File: src/rtl/decomp_pkg.sv
package decomp_pkg;

  localparam int unsigned DEF_INPUT_WORD = 32;
  localparam int unsigned DEF_DICT_ENTRY = 16;

  typedef enum logic [1:0] {
    MT_LITERAL = 2'b00,
    MT_MATCH2  = 2'b01,
    MT_MATCH3  = 2'b10,
    MT_FULL    = 2'b11
  } match_type_e;

endpackage

File: src/rtl/decomp_dictionary.sv
// Shift dictionary with per-entry valid bits; entry 0 is the newest word.
module decomp_dictionary
  import decomp_pkg::*;
#(
  parameter int unsigned WIDTH = DEF_INPUT_WORD,
  parameter int unsigned DEPTH = DEF_DICT_ENTRY,
  parameter int unsigned LOC_W = $clog2(DEPTH)
) (
  input  logic             clk,
  input  logic             rst_n,
  input  logic             clear,
  input  logic             push,
  input  logic [WIDTH-1:0] push_word,
  input  logic [LOC_W-1:0] location,
  output logic [WIDTH-1:0] rd_word,
  output logic             rd_valid
);

  logic [WIDTH-1:0] data [DEPTH];
  logic [DEPTH-1:0] valid;

  always_ff @(posedge clk or negedge rst_n) begin
    if (!rst_n) begin
      for (int unsigned k = 0; k < DEPTH; k++) begin
        data[k] <= '0;
      end
      valid <= '0;
    end else if (clear) begin
      valid <= '0;
    end else if (push) begin
      data[0] <= push_word;
      for (int unsigned k = 1; k < DEPTH; k++) begin
        data[k] <= data[k-1];
      end
      valid <= {valid[DEPTH-2:0], 1'b1};
    end
  end

  // Unfilled entries read as zero.
  always_comb begin
    rd_valid = valid[location];
    rd_word  = rd_valid ? data[location] : '0;
  end

endmodule

File: src/rtl/word_decompressor.sv
// Rebuilds 32-bit words from decoded match codes against a shift dictionary.
module word_decompressor
  import decomp_pkg::*;
#(
  parameter int unsigned INPUT_WORD = DEF_INPUT_WORD,
  parameter int unsigned DICT_ENTRY = DEF_DICT_ENTRY,
  parameter int unsigned LOC_W      = $clog2(DICT_ENTRY)
) (
  input  logic                  i_clk,
  input  logic                  i_rst_n,
  input  logic                  i_clear,
  input  logic                  i_valid,
  output logic                  o_ready,
  input  logic [1:0]            i_type,
  input  logic                  i_align,
  input  logic [LOC_W-1:0]      i_location,
  input  logic [INPUT_WORD-1:0] i_literal,
  output logic                  o_valid,
  input  logic                  i_ready,
  output logic [INPUT_WORD-1:0] o_word,
  output logic [15:0]           o_count,
  output logic                  o_error
);

  match_type_e           mtype;
  logic                  accept;
  logic [INPUT_WORD-1:0] dict_word;
  logic                  dict_valid;
  logic [INPUT_WORD-1:0] rebuilt;

  assign mtype   = match_type_e'(i_type);
  assign o_ready = !i_clear && (!o_valid || i_ready);
  assign accept  = i_valid && o_ready;

  decomp_dictionary #(
    .WIDTH (INPUT_WORD),
    .DEPTH (DICT_ENTRY),
    .LOC_W (LOC_W)
  ) u_dict (
    .clk       (i_clk),
    .rst_n     (i_rst_n),
    .clear     (i_clear),
    .push      (accept && (mtype != MT_FULL)),
    .push_word (rebuilt),
    .location  (i_location),
    .rd_word   (dict_word),
    .rd_valid  (dict_valid)
  );

  always_comb begin
    rebuilt = '0;
    case (mtype)
      MT_LITERAL: rebuilt = i_literal;
      MT_MATCH2:  rebuilt = i_align ? {i_literal[15:0], dict_word[INPUT_WORD-17:0]}
                                    : {dict_word[INPUT_WORD-1:16], i_literal[15:0]};
      MT_MATCH3:  rebuilt = i_align ? {i_literal[7:0], dict_word[INPUT_WORD-9:0]}
                                    : {dict_word[INPUT_WORD-1:8], i_literal[7:0]};
      MT_FULL:    rebuilt = dict_word;
      default:    rebuilt = '0;
    endcase
  end

  always_ff @(posedge i_clk or negedge i_rst_n) begin
    if (!i_rst_n) begin
      o_valid <= 1'b0;
      o_word  <= '0;
      o_count <= '0;
      o_error <= 1'b0;
    end else begin
      if (accept) begin
        o_valid <= 1'b1;
        o_word  <= rebuilt;
      end else if (i_ready) begin
        o_valid <= 1'b0;
      end

      if (i_clear) begin
        o_count <= '0;
      end else if (o_valid && i_ready) begin
        o_count <= o_count + 16'd1;
      end

      if (i_clear) begin
        o_error <= 1'b0;
      end else if (accept && (mtype != MT_LITERAL) && !dict_valid) begin
        o_error <= 1'b1;
      end
    end
  end

endmodule

File: config.mk
export PLATFORM = sky130hd
export DESIGN_NAME = word_decompressor
export DESIGN_NICKNAME = d
export VERILOG_FILES = /design/src/rtl/decomp_pkg.sv /design/src/rtl/decomp_dictionary.sv /design/src/rtl/word_decompressor.sv
export SDC_FILE = /design/constraint.sdc
export NUM_CORES = 1
export LEC_CHECK = 0
export CORE_MARGIN = 5
export CORE_UTILIZATION = 65
export CTS_CLUSTER_SIZE = 14
export DETAILED_ROUTE_END_ITERATION = 8
export PLACE_DENSITY = 0.92
export SYNTH_ARGS = -nofsm -noshare
export SYNTH_HDL_FRONTEND = slang
export SYNTH_HIERARCHICAL = 1
export SYNTH_SLANG_ARGS = --single-unit
File: constraint.sdc
create_clock -name i_clk -period 5.8 [get_ports i_clk]
set_input_delay 1.16 -clock i_clk [delete_from_list [all_inputs] [get_ports i_clk]]
set_output_delay 1.16 -clock i_clk [all_outputs]
set_load 0.05 [all_outputs]
## Word level (Yosys, flattened, before mapping)

Index checks and enable logic that the tools add are counted.

- Add/sub/neg operators: 1
- Magnitude comparators: 2
- Equal/unequal tests: 4
- Mux-type cells: 17
- Bitwise logic cells: 2
- Reduce and logical (&&, ||, !) cells: 17

Operators by type and width:

| operator | number |
|---|---|
| two-way mux 32 bit | 5 |
| binary-select mux 32 bit (select 4 bit) | 1 |
| one-hot mux 32 bit (4 select lines) | 1 |
| two-way mux 16 bit | 4 |
| adder 16 x 1 -> 16 bit (second input constant) | 1 |
| nonzero test 2 bit | 5 |
| logical AND 1 bit | 6 |
| >= comparator 5 bit (second input constant) | 1 |
| less-than comparator 4 x 5 -> 1 bit (second input constant) | 1 |
| two-way mux 1 bit | 5 |
| NOT 4 -> 5 bit | 1 |
| binary-select mux 1 bit (select 4 bit) | 1 |
| equality test 2 bit (second input constant) | 2 |
| zero test 1 bit | 3 |
| equality test 2 x 1 -> 1 bit (second input constant) | 1 |
| zero test 2 bit | 1 |
| inequality test 2 bit (second input constant) | 1 |
| AND reduction 2 bit | 1 |
| logical OR 1 bit | 1 |
| NOT 1 bit | 1 |

- Bits in registers: 578
- Bits of input ports: 44
- Output and inout bits: 51

## Logic depth before layout (Yosys ltp)

- Depth after elaboration: 8
- Gate-level depth with buffers: 10
- Gate-level depth less buffers: 7

## Modules after synthesis

The synthesis kept the hierarchy.

Modules (own cells, without submodules):

| module | instances | cells an instance | area an instance (sq um) | sequential area each (sq um) |
|---|---|---|---|---|
| decomp_dictionary | 1 | 1418 | 23602.6 | 13212.7 |
| word_decompressor | 1 | 251 | 2763.9 | 1251.2 |

## Worst setup path after synthesis

OpenSTA, ideal clock, no wires.

- Path type: input to output
- Start: in i_clear
- End: out o_ready
- Arrival time: 2229 ps
- Slack: 2411 ps
- Stages on the path: 3
- Buffers on the path: 2
- Cell sequence: clkbuf_1 clkbuf_1 nor2_1

- Cells in the longest elaborated chain, start to end: 2

RTL lines:

| element | line | text |
|---|---|---|
| from (decl) | word_decompressor.sv:11 | `input logic i_clear,` |
| zero test 1 bit | word_decompressor.sv:32 | `assign o_ready = !i_clear && (!o_valid \|\| i_ready);` |
| logical AND 1 bit | word_decompressor.sv:32 |  |
| to (decl) | word_decompressor.sv:13 | `output logic o_ready,` |

No other way between the ends.

## Worst setup path in the final report

- Start: in i_ready
- End: out o_ready

- Cells in the longest elaborated chain, start to end: 2

RTL lines:

| element | line | text |
|---|---|---|
| from (decl) | word_decompressor.sv:19 | `input logic i_ready,` |
| logical OR 1 bit | word_decompressor.sv:32 |  |
| logical AND 1 bit | word_decompressor.sv:32 |  |

No other way between the ends.

==> metrics.yaml <==
global_route:
  grt_overflow: 0
  grt_pass1_wl_um: 92300
  grt_max_degree: 146
  grt_pass1_vias: 16300
  grt_antenna_before_repair: 0
  track_usage_pct: 26.1
timing:
  relSlewSlack_pct: 22.4
  setup_viol: 0
  worst_pin_slew_ns: 1.16
  period_share_pct: 68.6
  setup_ws_ns: 1.82
  max_freq_mhz: 251
  fin_setup_tns_ns: 0
  rsz0062_at_grt: "false"
  period_minus_slack_ns: 3.98
  drv_slew: 0
  finalClockSkew_ns: 0.0221
  hold_viol_final: 0
worst_hold_path:
  min_path_cells: 1
  min_from: "u_dict/data[19]"
  min_path_type: "reg2reg"
  hold_path_end: "u_dict/data[19]"
final_layout:
  fin_util_pct: 74.0
  drive_gt1_share_pct: 47.4
  finish.net_count: 1763
  synthToLayoutAreaGrowth_pct: 12.1
logic_synthesis:
  synth_cell_type_count: 47
  ys_seq_area_share_pct: 54.9
  yosysMostFrequentCell: "dfrtp_1"
  synth.net_count: 1714
  synth_seq_cells: 578
  synth_top_area_share_pct: 54.9
  synth_ff_type: "dfrtp_1"
  synth_commonest_cells: "578 x dfrtp_1, 544 x mux2_2, 132 x mux4_2"
  netlist_instances: 1669
  synth.area.top_cells: "dfrtp_1 55%, mux2_2 23%, mux4_2 11%"
  synth_async_sr_flop_share_pct: 100
  synth.avg_cell_area_um2: 15.8
  syn_area_um2: 26400
  ys_warn_count: 6
  yosysTopAreaCell: "dfrtp_1"
  synth-edff-count: 0
power:
  leakage_nw: 13.8
  p_per_area_nw_per_um2: 341
  power_mw: 10.1
  peakVddDrop_mv: 0.277
routing:
  drtPass1Iterations: 5
  ant_nets: 0
  viasPerCell: 6.54
  drc: 0
  drt-total-wl_um: 57300
  drt_iter0_markers: 1270
  vias: 14900
  avgRoutedWirePerCell_um: 25.0
worst_setup_path:
  rrSetupSlack_ns: 2.90
  critPathLaunchType: "input pin"
  worstPathMaxFanout: 7
  critPathArrivalTime_ns: 2.82
  reg2reg_depth: 7
  worstReg2RegEnd: "o_word[29]"
  critPathKind: "in2out"
  r2r-start: "u_dict/valid[12]"
  critPathCaptureType: "output pin"
  required_ns: 4.64
floorplan:
  rows: 73
  io_pins: 95
  die_area_um2: 44700
  die_y_um: 211
  initial_utilization_pct: 66.1
  core_area_um2: 39900
  die_x_um: 211
clocking:
  cts.repair.resized: 0
  htreeDepth: 2
  clk_pin_slew_ns: 0.06
  cts_setup_buffers: 0
  cts.path.max_buffers: 3
  clock-sinks: 578
  postCtsHoldBufs: 0
  cts_buffers: 56
  clk_latency_ns: 0.60
  cts_root_buf: "clkbuf_16"
  tritoncts: "built"
placed_design:
  pre_cts_ws_ns: 1.48
  place.gp.congestion: 0.802
  hpwl_um: 33400
  numPortBuffers: 94
run:
  max_cap_violations: 0
run_status:
  status: "complete, no violations"
[cell usage in the layout, fill, tap and decap left out, drive strengths merged, types with 13 or more instances in the layout]
| cell type | Yosys | routed |
|---|---|---|
| clkbuf | 23 | 83 |
| buf | 101 | 23 |
| dfrtp | 578 | 578 |
| clkdlybuf4s50 | 0 | 91 |
| a22oi | 64 | 64 |
| a21oi | 52 | 52 |
| mux4 | 132 | 132 |
| nand2 | 15 | 15 |
| mux2i | 15 | 15 |
| nor2b | 13 | 13 |
| mux2 | 561 | 561 |
| nor2 | 37 | 37 |
[per-stage QoR]
stage	area [um^2]	hold slack, ns	cells
finish	29500	0.498	2286
global route	29500	0.515	2285
CTS	29500	0.498	2285
detailed placement	27600	0.483	2185
global placement	27600	0.469	2185
floorplan	26400	0.474	1669
[area by class of cell]
| class | instances | area, um^2 |
|---|---|---|
| diodes | 1 | 2.50 |
| clock buffers | 82 | 1670 |
| clock inverters | 18 | 278 |
| fillers | 2263 | 10400 |
| inverters | 3 | 11.3 |
| multi-input cells | 964 | 11200 |
| flip-flops and latches | 578 | 14500 |
| well taps | 525 | 657 |
| repair buffers | 115 | 1230 |
[worst max-delay path, cell delays in order]
cell and delay, ns:
clkdlybuf4s50_1 0.60, nor2b_1 0.14, nor2_1 0.10, clkdlybuf4s50_1 0.81
[where the power goes]
| group | switching (mW) | leakage [nW] | total (mW) | internal, mW |
|---|---|---|---|---|
| clock | 1.55 | 0.957 | 3.84 | 2.30 |
| sequential | 0.384 | 7.92 | 4.88 | 4.50 |
| combinational | 0.632 | 4.96 | 1.34 | 0.712 |
[registers in the layout, indices dropped and copies added, names as in the netlist]
name	cells
u_dict/data	512
o_valid	1
o_count	16
o_word	32
u_dict/valid	16
o_error	1
[per-layer routing]
layer | GRT usage [%] | vias up | wire, um
met3 | 5.66 | 122 | 3960
met1 | 35.3 | 7945 | 22700
met4 | 7.97 | 0 | 1600
met5 | 0 | - | 0
li1 | - | 6378 | -
met2 | 43.3 | 503 | 29000
[worst max path at each step]
stage | cells past startpoint | slack, ns | from | end
global route | 4 | 1.73 | i_ready | o_ready
detailed placement | 8 | 1.48 | i_location[0] | o_word[29]
global placement | 8 | 1.53 | i_location[0] | o_word[29]
floorplan | 3 | 2.41 | i_clear | o_ready
finish | 4 | 1.82 | i_ready | o_ready
CTS | 4 | 1.81 | i_clear | o_ready
[cells by family after synthesis]
| group | Yosys count | share of synthesized area, % |
|---|---|---|
| AOI/OAI and AO/OA | 148 | 4.29 |
| xor gates and xnor gates | 12 | 0.399 |
| buffers and inverters | 127 | 2.67 |
| adders and majority gates | 1 | 0.0474 |
| and+or+nand+nor | 95 | 1.94 |
| muxes | 708 | 35.8 |
| DFF | 578 | 54.9 |
(Power assumes the default switching activity.)
